<file path="config.mk">
export PLATFORM = sky130hd
export DESIGN_NAME = wbu_cw_serial
export DESIGN_NICKNAME = d
export VERILOG_FILES = /design/src/rtl/wbu_cw_serial_pkg.sv /design/src/rtl/wbu_cw_serial.sv
export SDC_FILE = /design/constraint.sdc
export NUM_CORES = 1
export LEC_CHECK = 0
export CORE_MARGIN = 3
export CORE_UTILIZATION = 50
export CTS_CLUSTER_DIAMETER = 150
export DETAILED_ROUTE_END_ITERATION = 6
export PLACE_DENSITY = 0.79
export SLEW_MARGIN = 10
export SYNTH_ARGS = -nofsm -noshare
export SYNTH_HDL_FRONTEND = slang
export SYNTH_SLANG_ARGS = --single-unit
</file>
<file path="constraint.sdc">
create_clock -name i_clk -period 3.09 [get_ports i_clk]
set_input_delay 0.927 -clock i_clk [delete_from_list [all_inputs] [get_ports i_clk]]
set_output_delay 0.927 -clock i_clk [all_outputs]
set_load 0.01 [all_outputs]
</file>
<file path="src/rtl/wbu_cw_serial_pkg.sv">
// -----------------------------------------------------------------------------
// wbu_cw_serial_pkg
// Shared definitions for the wbu codeword serialiser: the default codeword and
// chunk widths, and the two-state FSM encoding.
// -----------------------------------------------------------------------------
package wbu_cw_serial_pkg;

    // Default codeword width, as popped from the upstream FIFO.
    localparam int WBU_BW = 36;
    // Default output chunk width; WBU_BW is an integer multiple of it.
    localparam int WBU_CW = 6;

    typedef enum logic {
        S_IDLE = 1'b0,  // no codeword held
        S_SEND = 1'b1   // emitting chunks of the held codeword
    } cw_state_e;

endpackage : wbu_cw_serial_pkg

</file>
<file path="src/rtl/wbu_cw_serial.sv">
// -----------------------------------------------------------------------------
// wbu_cw_serial
// Pops BW-bit codewords from a pre-presenting FIFO and emits each one as BW/CW
// chunks of CW bits, MSB first, one chunk per cycle when the sink is ready.
// Back-to-back codewords stream with no bubble: the next word is popped in the
// same cycle the last chunk of the current one transfers.
//
// Ports
//   i_clk          clock, rising edge
//   i_rst_n        asynchronous active-low reset
//   i_fifo_empty_n FIFO head word valid
//   i_fifo_data    FIFO head word (BW bits)
//   o_fifo_rd      pop strobe, combinational, one cycle per codeword
//   o_stb          chunk valid
//   o_chunk        current chunk (CW bits)
//   o_last         final chunk of the codeword
//   i_busy         downstream stall; transfer happens on o_stb && !i_busy
//   o_idle         no codeword held
// -----------------------------------------------------------------------------
module wbu_cw_serial
    import wbu_cw_serial_pkg::*;
#(
    parameter int BW = WBU_BW,
    parameter int CW = WBU_CW
) (
    input  logic          i_clk,
    input  logic          i_rst_n,
    input  logic          i_fifo_empty_n,
    input  logic [BW-1:0] i_fifo_data,
    output logic          o_fifo_rd,
    output logic          o_stb,
    output logic [CW-1:0] o_chunk,
    output logic          o_last,
    input  logic          i_busy,
    output logic          o_idle
);

    localparam int NCHUNK = BW / CW;
    localparam int CNTW   = $clog2(NCHUNK);
    localparam logic [CNTW-1:0] LAST_CNT = CNTW'(NCHUNK - 1);

    generate
        if ((BW % CW) != 0 || NCHUNK < 2) begin : g_bad_widths
            $error("wbu_cw_serial: BW must be a multiple of CW with BW/CW >= 2");
        end
    endgenerate

    cw_state_e       state_q;
    logic [BW-1:0]   sreg_q;
    logic [CNTW-1:0] cnt_q;
    logic            xfer;

    // Chunk outputs come straight from registers, so they stay stable under a
    // stall without any extra hold logic.
    assign o_stb   = (state_q == S_SEND);
    assign o_chunk = sreg_q[BW-1 -: CW];
    assign o_last  = o_stb && (cnt_q == LAST_CNT);
    assign o_idle  = (state_q == S_IDLE);
    assign xfer    = o_stb && !i_busy;

    // Pop when empty-handed, or when the last chunk leaves this cycle so the
    // next word is loaded with no gap. Gated by reset so no pop can be seen
    // before the first edge after release.
    assign o_fifo_rd = i_rst_n && i_fifo_empty_n && (o_idle || (xfer && o_last));

    // NOTE: every register here uses non-blocking assignment so all state
    // updates see the pre-edge values; blocking would create order-dependent
    // races between the shift register, counter and state.
    always_ff @(posedge i_clk or negedge i_rst_n) begin
        if (!i_rst_n) begin
            state_q <= S_IDLE;
            sreg_q  <= '0;
            cnt_q   <= '0;
        end else if (o_fifo_rd) begin
            state_q <= S_SEND;
            sreg_q  <= i_fifo_data;
            cnt_q   <= '0;
        end else if (xfer) begin
            if (o_last) begin
                state_q <= S_IDLE;
                cnt_q   <= '0;
            end else begin
                sreg_q <= sreg_q << CW;
                cnt_q  <= cnt_q + CNTW'(1);
            end
        end
    end

endmodule : wbu_cw_serial

</file>
* Word level (Yosys, flattened, before mapping)
Cells that the tools add are included.
Word-level totals: register bits 40, input port bits 40
Cells by class: muxes and demuxes 9, reductions and logical operators 11, equality and inequality tests 2, add/sub/neg operators 1, bitwise logic cells 1
Operator list (count):
- $mux 36 | 3
- $mux 3 | 3
- $logic_and 1x1->1 | 5
- $reduce_and 2->1 | 2
- $reduce_bool 2->1 | 2
- $add 3x1->3 const B | 1
- $eq 3x3->1 const B | 1
- $mux 1 | 3
- $ne 2x2->1 const B | 1
- $logic_not 1->1 | 1
- $logic_or 1x1->1 | 1
- $not 1->1 | 1

* Logic depth before layout (Yosys ltp)
word-level depth 7, depth in mapped cells 7

* Worst setup path after synthesis
Ideal clock, no wire load.
path type input to output, start input i_busy, end output o_fifo_rd, path slack 0.563 ns, buffers on the path 1, stages on the path 4, required time 2.163 ns, data arrival time 1.600 ns, path through nand3b_1 -> a21o_1 -> buf_6 -> inv_1
On the way: longest elaborated chain between the ends 5
Ends and longest elaborated chain:
- from (decl) | line wbu_cw_serial.sv:34 | input logic i_busy,
- $logic_not 1->1 | line wbu_cw_serial.sv:59 | assign xfer = o_stb && !i_busy;
- $logic_and 1x1->1 | line wbu_cw_serial.sv:59
- $logic_and 1x1->1 | line wbu_cw_serial.sv:64 | assign o_fifo_rd = i_rst_n && i_fifo_empty_n && (o_idle || (xfer && o_last));
- $logic_or 1x1->1 | line wbu_cw_serial.sv:64
- $logic_and 1x1->1 | line wbu_cw_serial.sv:64
- to (decl) | line wbu_cw_serial.sv:30 | output logic o_fifo_rd,
No other way between the ends.

* Worst setup path in the final report
Same ends and word-level chain as after synthesis.

==> reports/metrics.cfg <==
[power]
p_comb_frac=0.417
vdd_drop_max_mv=0.4710
p_int_w=0.001334
p_seq_frac=0.410
switchingPower_w=0.0007405
clkPwrFrac=0.173
swShare=0.3570
power.density_nw_per_um2=724.5
p_leak_nw=1.114

[cells_and_area]
syn2layout_area_growth_pct=21.70
stdcell_count=321
nets=310
drive_above_1_share=0.1822
final_util=0.6441
stdcell_area_um2=2863
multi_input_area_um2=1125
layout_common_cells=clkdlybuf4s50_1, dfrtp_1, o21ai_0
final_common_cell=clkdlybuf4s50_1
fillers=373
seq_area_um2=1001
insertedDiodeCount=0

[setup_path]
r2r.worst_path.cells=6
r2r_slack_ps=1240
rr_endpoint=sreg_q[24]
cp.arrival_ps=2000
r2r_start=cnt_q[1]
crit_path_max_fanout=4
cp-start-kind=input pin
path_class=input pin to output pin
setup.worst_path.end_class=output pin
critPathRequiredTime_ps=2160

[global_routing]
grt_pass1_wl_um=9680
grt_max_degree=42
antenna_found_initial=0
grt_pass1_vias=1943
grt.total_usage=0.2319
grt_overflow=0

[clock_network]
cts_tree=built
clk_path_buf_depth=2
cts.sink_count=40
root_buffer=clkbuf_8
numCtsBuffers=5
post_cts_buffers=0
insertion_delay_ps=290
cts_hold_buffers=0
htreeDepth=2
clk_pin_slew_ps=70

[synth]
ys_seq_area_frac=0.4255
synthesis.area_um2=2352
synth-seq-cells=40
synthTopCellsByArea=dfrtp_1, a31oi_2, a211oi_1
synth_area_per_cell_um2=9.925
synth_top_area_share=0.4255
synth.largest_area_cell=dfrtp_1
synth.distinct_cells=22
syn-num-nets=279
syn_inst=237
ys_warn_count=0

[sta]
finalHoldWorstSlack_ps=552.7
rsz0062_at_grt=no
clock_skew_ps=7.258
finalCritPeriodShare=0.9476
drv_slew=0
max_slew_margin=0.5412
finalHoldViolCount=0
worst_pin_slew_ps=688.1
setup_violations=0
finalSetupTns_ps=0
timing.final.crit_period_ps=2928
clock.fmax_mhz=341.5

[placement]
dp.cells=313
finalWeightedCongestion=0.7912
place_area_um2=2778
dpl.hpwl_um=3664
port_buffers=49

[worst_hold_path]
hp-start=sreg_q[0]
worstHoldEndpoint=sreg_q[0]
hold_path_class=flop to flop
whs_path_depth=2

[detailed_routing]
vias=1944
vias_per_cell=6.056
dr.pass1.iters=4
first_iter_violations=227
drc=0
wirelength_um=5801
wl_per_cell_um=18.07
ant_nets=0

[die]
die_w_um=74.59
fp.dieH_um=74.59
core_area_um2=4444
num_rows=24
boundaryPins=50
die_area_um2=5564
start_util=0.5293

[run]
drv_cap=0

[status]
status=finished clean

[critical path: stages]
cell and delay [ps]:
clkdlybuf4s50_1 420, nand3b_1 180, a21o_2 230, inv_1 100
clkbuf_2 140
[cell usage after synthesis]
cell type  instances
a211oi_1          30
a21o_1             1
a21oi_1            3
a31oi_2           30
and2_1             1
and2b_1            1
buf_2              5
buf_4              8
buf_6              4
clkbuf_1          17
dfrtp_1           40
ha_1               2
inv_1              9
mux2i_1            6
nand2_1            6
nand2b_2           1
nand3_1           30
nand3b_1           2
nor2_1             2
o21ai_0           35
o21ai_1            2
or3_1              2
[routing by layer]
layer	share of wire	GRT usage	vias up
met2	0.49	0.3551	67
li1	-	-	941
met1	0.44	0.3231	924
met3	0.059	0.04324	12
met5	0	0	-
met4	0.019	0.09684	0
[area by class of cell]
| cell class | instances | share of cell area |
|---|---|---|
| multi-input cells | 154 | 0.3929 |
| flip-flops and latches | 40 | 0.3496 |
| repair buffers | 58 | 0.1914 |
| clock buffers | 8 | 0.03147 |
| well taps | 52 | 0.02273 |
| inverters | 9 | 0.01180 |
[worst max path at each step]
stage               startpoint   endpoint  slack, ps  depth (start not counted)
floorplan               i_busy  o_fifo_rd        560                          4
global placement        i_busy  o_fifo_rd       -240                          5
detailed placement      i_busy  o_fifo_rd       -240                          5
CTS                     i_busy  o_fifo_rd         20                          5
global route            i_busy  o_fifo_rd        100                          5
finish                  i_busy  o_fifo_rd        160                          5
[flip-flops by register name, indices dropped and copies added (netlist names)]
name,flops
cnt_q,3
o_stb,1
sreg_q,36
[per-stage QoR]
step	total power, W	setup slack, ps
floorplan	0.001481	562.6
global placement	0.001687	-237.6
detailed placement	0.001726	-243.2
CTS	0.002085	20.57
global route	0.002222	95.51
finish	0.002074	161.8
[logic make-up after synthesis]
group | share of synthesized area
buffers and inverters | 0.09680
flip-flops | 0.4255
AO/OA/AOI/OAI | 0.3436
multiplexers | 0.02553
adder cells (fa/ha/maj) | 0.01064
AND/OR/NAND/NOR | 0.09787
[timing repair]
action,in CTS,in global routing
pin swaps,0,0
resized for setup,1,2
endpoints found under the setup margin,1,1
[power by group through the flow]
stage / registers [W] / logic (W) / clock network (W)
2_1_floorplan: 0.000815 / 0.000665 / 0
3_3_place_gp: 0.000847 / 0.000840 / 0
3_5_place_dp: 0.000857 / 0.000869 / 0
5_1_grt: 0.000871 / 0.000954 / 0.000397
4_1_cts: 0.000849 / 0.000872 / 0.000365
6_report: 0.000851 / 0.000864 / 0.000359
No activity file was read; power rests on OpenSTA's default activity.
